===== config.mk =====
export PLATFORM = sky130hd
export DESIGN_NAME = seg_scan_ctrl
export DESIGN_NICKNAME = d
export VERILOG_FILES = /design/src/rtl/seg_scan_ctrl.sv
export SDC_FILE = /design/constraint.sdc
export NUM_CORES = 1
export LEC_CHECK = 0
export BUFFER_PORTS_ARGS = -buffer_cell sky130_fd_sc_hd__buf_4
export CORE_ASPECT_RATIO = 0.6
export CORE_MARGIN = 5
export CORE_UTILIZATION = 50
export CTS_BUF_LIST = sky130_fd_sc_hd__clkbuf_2
export CTS_CLUSTER_DIAMETER = 60
export DETAILED_ROUTE_END_ITERATION = 8
export HOLD_SLACK_MARGIN = 0.02
export PLACE_DENSITY = 0.78
export SLEW_MARGIN = 20
export SYNTH_ARGS = -nofsm -noshare
export SYNTH_HDL_FRONTEND = slang
export SYNTH_SLANG_ARGS = --single-unit

===== constraint.sdc =====
create_clock -name clk -period 2 [get_ports clk]
set_clock_uncertainty 0.2 [all_clocks]
set_input_delay 0.6 -clock clk [delete_from_list [all_inputs] [get_ports clk]]
set_output_delay 0.6 -clock clk [all_outputs]
set_load 0.02 [all_outputs]

===== src/rtl/seg_scan_ctrl.sv =====
// seg_scan_ctrl: scans one of four 16-bit debug pages onto a 4-digit common-anode display
//   clk        system clock
//   rst_n      synchronous reset, active-low
//   page0..3   16-bit display pages
//   btn_page   raw asynchronous push-button, each accepted press advances page_sel
//   page_sel   currently selected page
//   digit_data nibble for the downstream segment decoder
//   an         active-low anode enables, an[0] = rightmost digit
module seg_scan_ctrl #(
  parameter int REFRESH_DIV     = 100000,
  parameter int BLANK_CYCLES    = 4,
  parameter int DEBOUNCE_CYCLES = 1000000
) (
  input  logic        clk,
  input  logic        rst_n,
  input  logic [15:0] page0,
  input  logic [15:0] page1,
  input  logic [15:0] page2,
  input  logic [15:0] page3,
  input  logic        btn_page,
  output logic [1:0]  page_sel,
  output logic [3:0]  digit_data,
  output logic [3:0]  an
);
  localparam int RW = $clog2(REFRESH_DIV);
  localparam int DW = $clog2(DEBOUNCE_CYCLES + 1);
  logic [1:0]    sync;
  logic          db_lvl;
  logic [DW-1:0] dcnt;
  logic [RW-1:0] rcnt;
  logic [1:0]    idx;
  logic [15:0]   shadow;
  logic [15:0]   cur_page;
  logic          wrap, blank;
  logic [3:0]    nib;
  always_comb begin
    cur_page = page_sel[1] ? (page_sel[0] ? page3 : page2) : (page_sel[0] ? page1 : page0);
    wrap     = rcnt == RW'(REFRESH_DIV - 1);
    blank    = 32'(rcnt) < BLANK_CYCLES;
    nib      = 4'(shadow >> {idx, 2'b00});
  end
  always_ff @(posedge clk) begin
    if (!rst_n) begin
      sync       <= '0;
      db_lvl     <= 1'b0;
      dcnt       <= '0;
      page_sel   <= '0;
      rcnt       <= '0;
      idx        <= '0;
      shadow     <= '0;
      digit_data <= '0;
      an         <= 4'hF;
    end else begin
      sync <= {sync[0], btn_page};
      // sync[1] is the synchronized level; it must differ from db_lvl for DEBOUNCE_CYCLES edges
      if (sync[1] == db_lvl)
        dcnt <= '0;
      else if (dcnt == DW'(DEBOUNCE_CYCLES - 1)) begin
        dcnt   <= '0;
        db_lvl <= sync[1];
        if (sync[1])
          page_sel <= page_sel + 2'd1;
      end else
        dcnt <= dcnt + 1'b1;
      rcnt <= wrap ? '0 : rcnt + 1'b1;
      if (wrap)
        idx <= idx + 2'd1;
      // frame boundary: capture with the pre-edge page_sel so a frame never mixes two pages
      if (wrap && idx == 2'd3)
        shadow <= cur_page;
      digit_data <= nib;
      an         <= blank ? 4'hF : ~(4'b0001 << idx);
    end
  end
endmodule


# After elaboration in Yosys (flattened, before gate mapping)
# Cells that the tools add are included.
# classes
reduce_logical	6
n_shift	2
n_mux	3
order_cmp	1
bitwise	3
n_eq_ne	4
n_addsub	4
# ops
op	count
16-bit two-way mux	3
20-bit by 1-bit adder with 20-bit output (second input constant)	1
20-bit equality test (second input constant)	1
17-bit by 1-bit adder with 17-bit output (second input constant)	1
17-bit equality test (second input constant)	1
17-bit by 3-bit less-than comparator with 1-bit output (second input constant)	1
16-bit by 4-bit right shift with 4-bit output	1
2-bit by 1-bit adder with 2-bit output (second input constant)	2
4-bit NOT	1
2-bit OR reduction	2
1-bit by 2-bit << shifter with 4-bit output (first input constant)	1
3-bit AND reduction	1
3-bit OR reduction	1
2-bit equality test (second input constant)	1
1-bit NOT	2
2-bit AND reduction	1
1-bit equality test	1
1-bit logical AND	1
# word_totals
word_cells	32
output_inout_bits	10
input_bits	67
register_bits	68

# Logic depth before layout (Yosys ltp)
# Gate-level depths: netlist of run 1.
# depth
depth_word	3
depth_mapped	7
depth_no_buf	5

# Worst setup path after synthesis of run 1
# Ideal clock, no wire load.
# synth_timing
kind	register to register
start	register rcnt[11]
end	register shadow[0]
t_arrival_ns	1.790
setup_ns	0.132
path_buffers	2
path_stages_with_launch	7
t_required_ns	1.668
synth_period_minus_slack_ns	2.122
path_slack_ns	-0.122
path_cell_list	dfxtp_1 or4_4 or4_4 buf_6 buf_8 o21ai_1 a21oi_1
# synth_via
elab_chain_cells	2
# synth_rtl
element	line	text
start: declaration	30	logic [RW-1:0] rcnt;
start signal: assignment	65	rcnt <= wrap ? '0 : rcnt + 1'b1;
17-bit equality test	38	wrap = rcnt == RW'(REFRESH_DIV - 1);
1-bit logical AND	69	if (wrap && idx == 2'd3)
end signal: assignment	70	shadow <= cur_page;
end: declaration	32	logic [15:0] shadow;
# No other way between the ends.
# A chain may end at the register's enable or synchronous reset.

# Worst setup path after layout of run 1
# layout_timing
start	register rcnt[6]
end	register shadow[15]
# Same word-level chain as after synthesis.

==> results of run 1 <==
[critical path, cell delays in order, from the launching register on]
cell       delay (ns)
dfxtp_1          0.34
or4b_4           0.53
or4_4            0.55
clkbuf_16        0.19
o21ai_2          0.11
a21oi_1          0.10
[through the flow]
| stage | hold slack (ns) | setup WS [ns] |
|---|---|---|
| after CTS | 0.0654 | -0.0709 |
| after global placement | 0.217 | -0.0459 |
| after global routing | 0.0681 | -0.136 |
| final | 0.0892 | -0.104 |
| after detailed placement | 0.222 | -0.148 |
| after floorplan | 0.212 | -0.109 |
[layout make-up]
class                           count  share of cell area
Multi-Input combinational cell    249               0.431
Timing Repair Buffer              126               0.222
Inverter                            9             0.00742
Sequential cell                    68               0.304
Clock buffer                        9             0.00989
Tap cell                           87              0.0239
Clock inverter                      2             0.00165
[kinds of logic after synthesis]
kind of cell / count (synthesis)
buffers and inverters: 29
AND/OR/NAND/NOR: 138
flip-flops: 68
adder cells (fa/ha/maj): 7
AO/OA/AOI/OAI: 59
XOR/XNOR: 25
multiplexers: 20
[placed cells by master (no fill, tap or decap), drive strengths merged]
| cell | synthesis | final |
|---|---|---|
| xnor2 | 13 | 13 |
| a21oi | 29 | 29 |
| nand4 | 27 | 27 |
| nor2 | 31 | 31 |
| o21ai | 21 | 21 |
| nor4 | 5 | 5 |
| inv | 9 | 9 |
| nor3 | 5 | 5 |
| or4 | 9 | 9 |
| or2 | 1 | 1 |
| clkbuf | 10 | 10 |
| dfxtp | 68 | 68 |
| clkinv | 0 | 2 |
| o31ai | 8 | 8 |
| nand2 | 21 | 21 |
| ha | 7 | 7 |
| and4 | 6 | 6 |
| buf | 10 | 125 |
| nor4b | 3 | 3 |
| nand3 | 12 | 12 |
| or3 | 7 | 7 |
| xor2 | 12 | 12 |
| a31oi | 1 | 1 |
| or4b | 2 | 2 |
| mux4 | 20 | 20 |
| and3 | 3 | 3 |
| and2 | 6 | 6 |
[power breakdown]
group	total, mW	switching, mW	internal (mW)
sequential	1.37	0.00447	1.36
clock	0.557	0.435	0.122
combinational	0.182	0.0594	0.123
[per-layer routing]
layer | wire length, um | GRT usage | vias up | part of all wire
met3 | 736 | 0.0584 | 16 | 0.077
met4 | 123 | 0.0631 | 0 | 0.013
li1 | - | - | 1515 | -
met1 | 4020 | 0.299 | 1538 | 0.42
met5 | 0 | 0 | - | 0
met2 | 4700 | 0.380 | 127 | 0.49
[cells in the mapped netlist]
cell / number
o21ai_0: 14
buf_4: 1
nor4b_1: 3
o31ai_1: 8
or4b_2: 1
inv_1: 9
nor4_4: 1
dfxtp_1: 68
nor2_1: 31
mux4_2: 20
xor2_1: 12
clkbuf_1: 10
buf_8: 1
o21ai_1: 6
and4_1: 5
or2_0: 1
a21oi_1: 29
or3_1: 7
nand2_1: 21
or4_4: 2
and3_1: 3
xnor2_1: 13
buf_2: 6
nand4_1: 27
or4_1: 7
and2_1: 6
or4b_1: 1
nand3_1: 12
buf_6: 1
nor4_1: 4
a31oi_1: 1
o21ai_2: 1
and4_2: 1
ha_1: 7
buf_1: 1
nor3_1: 5
[how the worst max path moves through the flow]
stage,start,endpoint,slack (ns),depth (start not counted)
2_1_floorplan,rcnt[12],shadow[0],-0.11,6
3_3_place_gp,rcnt[12],shadow[6],-0.05,5
3_5_place_dp,rcnt[12],shadow[9],-0.15,5
4_1_cts,rcnt[12],shadow[9],-0.07,5
5_1_grt,rcnt[6],shadow[15],-0.14,5
6_report,rcnt[6],shadow[15],-0.10,5
[state kept, by name, summed over array words and instances (netlist names)]
register	flops
an	4
db_lvl	1
dcnt	20
digit_data	4
idx	2
page_sel	2
rcnt	17
shadow	16
sync	2
[timing repair]
action	CTS	global route
resized for setup	18	37
gates cloned	0	1
hold buffers	0	0
buffers inserted	1	4
endpoints found under the setup margin	21	43
pin swaps	1	8
==> results.cfg, run 1 <==
[yosys]
synth_warnings = 0
ys_seq_elements = 68
synthXorXnorAreaFrac = 0.0653
synth_nets = 420
netlist_top_cells_area = dfxtp_1 (41%), mux4_2 (13%), nand4_1 (5.0%)
synth_area_um2 = 3350
syn_inst = 346
synth_top_family_by_area = simple AND/OR/NAND/NOR gates
synth_mux_area_frac = 0.134
yosysTopAreaCell = dfxtp_1
avgSynthCellArea_um2 = 9.69
yosys.area_share.simple = 0.232
synth_top_area_frac = 0.406
seq_area_frac_synth = 0.406
ys_types = 36
yosys.area_share.adder = 0.0261
synth-compound-area-share = 0.0955

[timing]
worst_slack_ns = -0.104
rsz0062_at_grt = yes
finalHoldViolations = 0
maxSlewViolCount = 0
finalCriticalPeriod_ns = 2.10
slew_headroom = 0.472
setup_viol = 34
tns_ns = -1.98
timing.fmax_mhz = 475
tightest_slew_ns = 0.791
fin_crit_sh = 1.05

[placed_design]
dp.final_hpwl_um = 7120
dpl_cell_area_um2 = 4290
dp.cells = 533
port-buffer-count = 76
place_congestion = 0.844

[grt]
grt_pass1_vias = 3159
antenna_found_initial = 0
overflow = 0
grt_max_degree = 19
grt_pass1_wl_um = 15000
globalRouteTotalUtil = 0.229

[finish]
fill_cells = 488
syn_to_final_growth_pct = 35.8
final_util = 0.691
final_cells = 550
final_layout_size_suffix_gt1_frac = 0.425
seq_area_um2 = 1390
multiInputGateArea_um2 = 1960
fin_area_um2 = 4550
nets = 537
diodes = 0

[critical_path]
crit_type = reg2reg
ff2ff_path_depth = 5
end_kind = flip-flop
reg2reg_slack_ns = -0.10
r2r_start = rcnt[6]
cp_data_arrival_time_ns = 2.33
cp_max_fo = 5
worst_ep_required_time_ns = 2.22
cp-start-kind = flip-flop
r2r-end = shadow[15]

[clock_network]
clk_pin_slew_worst_paths_ns = 0.16
clock_path_buffers = 2
cts_buffers = 9
ctsRootBufferMaster = clkbuf_2
htreeDepth = 3
clock_insertion_delay_worst_skew_ns = 0.52
cts_tree = yes
clock_sinks = 68

[detailed_routing]
vias = 3196
ant_nets = 0
first_pass_iters = 7
routedWlPerCell_um = 17.4
drt_wl_total_um = 9580
vias_per_cell = 5.81
drc = 0
drt_iter0_drc = 247

[run_status]
violations = negative setup slack
status = finished with violations

[worst_hold_path]
hold_depth = 2
min_to = sync[0]
hold_start = btn_page
hold_path_class = in2reg

[floorplan]
fp.dieW_um = 116
start_util = 0.509
coreArea_um2 = 6590
die_area_um2 = 8500
ios = 77
dieHeight_um = 73.4
rows = 23

[power]
powerDensity_nw_per_um2 = 462
total_power_mw = 2.11
p_leak_nw = 1.66
ir_drop_uv = 314

[flow_run]
cap_violations = 0
Note: power is estimated with default switching activity, not from simulation.
==> inputs of run 2 (changes only) <==
--- a/config.mk
+++ b/config.mk
@@ -13,6 +13,7 @@
 export CTS_CLUSTER_DIAMETER = 60
 export DETAILED_ROUTE_END_ITERATION = 8
 export HOLD_SLACK_MARGIN = 0.02
+export MAX_ROUTING_LAYER = met4
 export PLACE_DENSITY = 0.78
 export SLEW_MARGIN = 20
 export SYNTH_ARGS = -nofsm -noshare
==> run 2 against run 1 <==
Compared with the run above: the run still ends with negative setup slack left; largest power group unchanged; global-route usage up 0.69 points; clock-buffer cell count stayed put; die area did not move; critical path depth stayed put; power is essentially flat; cell count did not move; worst setup slack got worse by 0.0060 ns; largest cell class unchanged.
==> results.cfg, run 2 (synthesized netlist as in run 1, its figures left out) <==
[run_status]
status = finished with violations
violations = negative setup slack

[timing]
setup_viol = 34
tightest_slew_ns = 0.797
finalHoldViolations = 0
finalCriticalPeriod_ns = 2.11
fin_crit_sh = 1.06
maxSlewViolCount = 0
timing.fmax_mhz = 474
worst_slack_ns = -0.110
rsz0062_at_grt = yes
slew_headroom = 0.468

[clock_network]
cts-hold-fix-buffers = 0
clock_sinks = 68
cts_buffers = 9
htreeDepth = 3
ctsRootBufferMaster = clkbuf_2
cts_tree = yes
clock_insertion_delay_worst_skew_ns = 0.52
clk_pin_slew_worst_paths_ns = 0.16
clock_path_buffers = 2

[detailed_routing]
ant_nets = 0
drc = 0
first_pass_iters = 5
vias_per_cell = 5.85
drt_iter0_drc = 321
drt_wl_total_um = 9630
routedWlPerCell_um = 17.5
vias = 3218

[critical_path]
cp_data_arrival_time_ns = 2.34
worst_ep_required_time_ns = 2.23
crit_type = reg2reg
end_kind = flip-flop
cp_max_fo = 5
ff2ff_path_depth = 5
cp-start-kind = flip-flop
r2r-end = shadow[15]
reg2reg_slack_ns = -0.11
r2r_start = rcnt[6]

[finish]
final_cell_mix = buf_4 (119), dfxtp_1 (53), nor2_1 (31), nand4_1 (27), a21oi_1 (26)
final_cells = 550
final_layout_size_suffix_gt1_frac = 0.425
final_util = 0.691
reg.largest.list = dcnt (20), rcnt (17), shadow (16)
syn_to_final_growth_pct = 35.8
nets = 537
largest_reg_flops = 20
fin_area_um2 = 4550
final_common_cell = buf_4
diodes = 0
top_register = dcnt

[floorplan]
dieHeight_um = 73.4
start_util = 0.509
fp.dieW_um = 116
rows = 23
ios = 77
die_area_um2 = 8500
coreArea_um2 = 6590

[worst_hold_path]
min_to = sync[0]
hold_depth = 2
hold_start = btn_page
hold_path_class = in2reg

[placed_design]
dp_slack_ns = -0.148
dp.final_hpwl_um = 7120
dpl_cell_area_um2 = 4290
place_congestion = 0.857
dp.cells = 533
port-buffer-count = 76

[grt]
antenna_found_initial = 0
overflow = 0
globalRouteTotalUtil = 0.236
grt_pass1_wl_um = 15000
grt_max_degree = 19
grt_pass1_vias = 3163

[power]
p_leak_nw = 1.66
powerDensity_nw_per_um2 = 462
ir_drop_uv = 315

[flow_run]
cap_violations = 0
[run 2: how the worst max path moves through the flow]
stage	start	end	slack, ns	depth (start not counted)
2_1_floorplan	rcnt[12]	shadow[0]	-0.11	6
3_3_place_gp	rcnt[12]	shadow[6]	-0.05	5
3_5_place_dp	rcnt[12]	shadow[9]	-0.15	5
4_1_cts	rcnt[12]	shadow[9]	-0.07	5
5_1_grt	rcnt[6]	shadow[15]	-0.13	5
6_report	rcnt[6]	shadow[15]	-0.11	5
[run 2: timing repair]
action                                  in CTS  in global routing
endpoints found under the setup margin      21                 43
buffers inserted                             1                  4
gates cloned                                 0                  1
resized for setup                           18                 37
pin swaps                                    1                  8
hold endpoints to repair                     0                  0
[run 2: worst max-delay path, cell delays in order (launching register included)]
cell,delay (ns)
dfxtp_1,0.34
or4b_4,0.53
or4_4,0.55
clkbuf_16,0.19
o21ai_2,0.12
a21oi_1,0.10
[run 2: power breakdown]
group          internal (mW)  leakage (nW)  switching [mW]  total, mW
Sequential              1.36         0.557         0.00444       1.37
Clock                  0.122        0.0405           0.435      0.558
Combinational          0.123          1.06          0.0594      0.182
[run 2: final cells by class]
class	instances	area, um2
multi-input cells	249	1960
well taps	87	109
inverters	9	33.8
clock inverters	2	7.51
fillers	488	2040
clock buffers	9	45.0
flip-flops and latches	68	1390
repair buffers	126	1010
[run 2: per-layer routing]
layer,wire length [um],vias to the layer above,global-route usage
met5,0,-,-
met4,193,0,0.0631
met3,601,23,0.0609
met2,4690,115,0.383
met1,4150,1555,0.296
li1,-,1525,-
[run 2: stage by stage]
| step | setup TNS, ns | hold WS (ns) | power, mW |
|---|---|---|---|
| 4_1_cts | -0.767 | 0.0654 | 2.11 |
| 2_1_floorplan | -1.62 | 0.212 | 1.45 |
| 6_report | -2.04 | 0.0837 | 2.11 |
| 3_3_place_gp | -0.422 | 0.217 | 1.57 |
| 5_1_grt | -3.35 | 0.0680 | 2.19 |
| 3_5_place_dp | -1.06 | 0.222 | 1.58 |
==> inputs of run 3 (changes only) <==
--- a/config.mk
+++ b/config.mk
@@ -14,7 +14,7 @@
 export DETAILED_ROUTE_END_ITERATION = 8
 export HOLD_SLACK_MARGIN = 0.02
 export MAX_ROUTING_LAYER = met4
-export PLACE_DENSITY = 0.78
+export PLACE_DENSITY = 0.75
 export SLEW_MARGIN = 20
 export SYNTH_ARGS = -nofsm -noshare
 export SYNTH_HDL_FRONTEND = slang
==> constraint.sdc (replaced) <==
create_clock -name clk -period 2.4 [get_ports clk]
set_clock_uncertainty 0.2 [all_clocks]
set_input_delay 0.72 -clock clk [delete_from_list [all_inputs] [get_ports clk]]
set_output_delay 0.72 -clock clk [all_outputs]
set_load 0.02 [all_outputs]
==> run 3 against run 2 <==
Compared with the run above: the flow now finishes without violations; worst setup slack improved by 0.27 ns; hold slack improved by 0.10 ns; clock power rose by 14%; cell count fell by 6.2%; critical path depth did not move; register-to-register slack improved by 0.27 ns; routed wire length fell by 15%; combinational power fell by 24%; highest routed layer unchanged.
==> results.cfg, run 3 (synthesized netlist as in run 1, its figures left out) <==
[detailed_routing]
vias = 2943
vias_per_cell = 5.70
met2_length_um = 3400
wl_met1_um = 4240
dr_wl_met3_um = 475
highest_layer = met4
drt_wl_total_um = 8210
routedWlPerCell_um = 15.9
ant_nets = 0
first_pass_iters = 4
drt_iter0_drc = 214
drc = 0

[grt]
globalRouteTotalUtil = 0.220
overflow = 0
grt_max_degree = 21
grt_pass1_vias = 2863
antenna_found_initial = 0
grt_pass1_wl_um = 14200

[floorplan]
ios = 77
start_util = 0.509
dieHeight_um = 73.4
fp.dieW_um = 116
rows = 23
die_area_um2 = 8500
coreArea_um2 = 6590

[critical_path]
end_kind = flip-flop
crit_type = reg2reg
cp-start-kind = flip-flop
cp_max_fo = 20
cp_data_arrival_time_ns = 2.46
worst_ep_required_time_ns = 2.63

[placed_design]
dp.cells = 500
dp.final_hpwl_um = 6330
port-buffer-count = 76
dp_slack_ns = 0.183
dpl_cell_area_um2 = 4020
place_congestion = 0.894

[finish]
final_common_cell = buf_4
syn_to_final_growth_pct = 23.1
reg.largest.list = dcnt (20), rcnt (17), shadow (16)
final_cells = 516
nets = 498
top_register = dcnt
fill_cells = 569
final_layout_size_suffix_gt1_frac = 0.296
final_cell_mix = buf_4 (86), dfxtp_1 (68), nor2_1 (31), a21oi_1 (29), nand4_1 (27)
fin_area_um2 = 4130
largest_reg_flops = 20
diodes = 0

[flow_run]
cap_violations = 0

[timing]
rsz0062_at_grt = no
slew_headroom = 0.705
fin_crit_sh = 0.932
finalCriticalPeriod_ns = 2.24
timing.fmax_mhz = 447
finalHoldViolations = 0
holdWs_ns = 0.187
tns_ns = 0
tightest_slew_ns = 0.438
maxSlewViolCount = 0
setup_viol = 0
worst_slack_ns = 0.163

[power]
pwr-share-comb = 0.072
p_int_mw = 1.47
powerDensity_nw_per_um2 = 464
power_switching_uw = 446
p_leak_nw = 1.45
ir_drop_uv = 281
p_clk_frac = 0.331
seq_power_share = 0.597
swShare = 0.233

[clock_network]
clock_insertion_delay_worst_skew_ns = 0.53
clk_pin_slew_worst_paths_ns = 0.17
clock_path_buffers = 2
cts_buffers = 9
cts_resized = 0
cts_tree = yes
clock_sinks = 68
post_cts_buffers = 0
cts-hold-fix-buffers = 0
htreeDepth = 3
ctsRootBufferMaster = clkbuf_2

[run_status]
status = finished, final reports clean

[worst_hold_path]
hold_path_class = in2reg
==> run 3: changes by cell type in the layout (fill, tap and decap cells not counted), moves of 3 or more <==
| cell | previous run | this run |
|---|---|---|
| buf_4 | 119 | 86 |
| dfxtp_2 | 13 | 0 |
| o21ai_0 | 4 | 13 |
| dfxtp_1 | 53 | 68 |
| a21oi_1 | 26 | 29 |
| o21ai_2 | 10 | 1 |
| a21oi_2 | 3 | 0 |
==> run 3: final cells by class <==
cell class / instances / area, um2 / area share
Tap cell: 87 / 109 / 0.0264
Sequential cell: 68 / 1360 / 0.330
Clock inverter: 6 / 55.1 / 0.0133
Multi-Input combinational cell: 249 / 1850 / 0.449
Timing Repair Buffer: 87 / 666 / 0.161
Inverter: 9 / 33.8 / 0.00818
Clock buffer: 10 / 50.0 / 0.0121
==> run 3: final timing paths <==
check	startpoint	end	slack, ns	cells after the start
setup / recovery	rcnt[11]	rcnt[16]	0.16	5
hold / removal	btn_page	sync[0]	0.19	2
setup reg to reg	rcnt[11]	rcnt[16]	0.16	5
hold reg to reg	sync[0]	sync[1]	0.26	1
==> run 3: routing by layer <==
layer	track usage	up-vias
met5	-	-
met4	0.0682	0
met3	0.0527	12
met2	0.290	74
met1	0.328	1406
li1	-	1451
==> run 3: power by group through the flow <==
stage          logic (mW)  clock network, mW  registers, mW
3_3_place_gp        0.135                  0           1.17
5_1_grt             0.151              0.705           1.14
4_1_cts             0.139              0.657           1.14
2_1_floorplan      0.0424                  0           1.17
6_report            0.138              0.634           1.14
3_5_place_dp        0.139                  0           1.17
==> run 3: critical path, cell delays in order, from the launching register on <==
cell,delay (ns)
dfxtp_1,0.38
or4_4,0.57
or4_4,0.63
nand2_1,0.16
buf_12,0.15
a21oi_1,0.04
==> run 3: through the flow <==
step	power (mW)	utilization
after floorplan	1.21	-
after global placement	1.30	0.611
after detailed placement	1.30	0.611
after CTS	1.94	0.627
after global routing	2.00	0.627
final	1.91	0.627
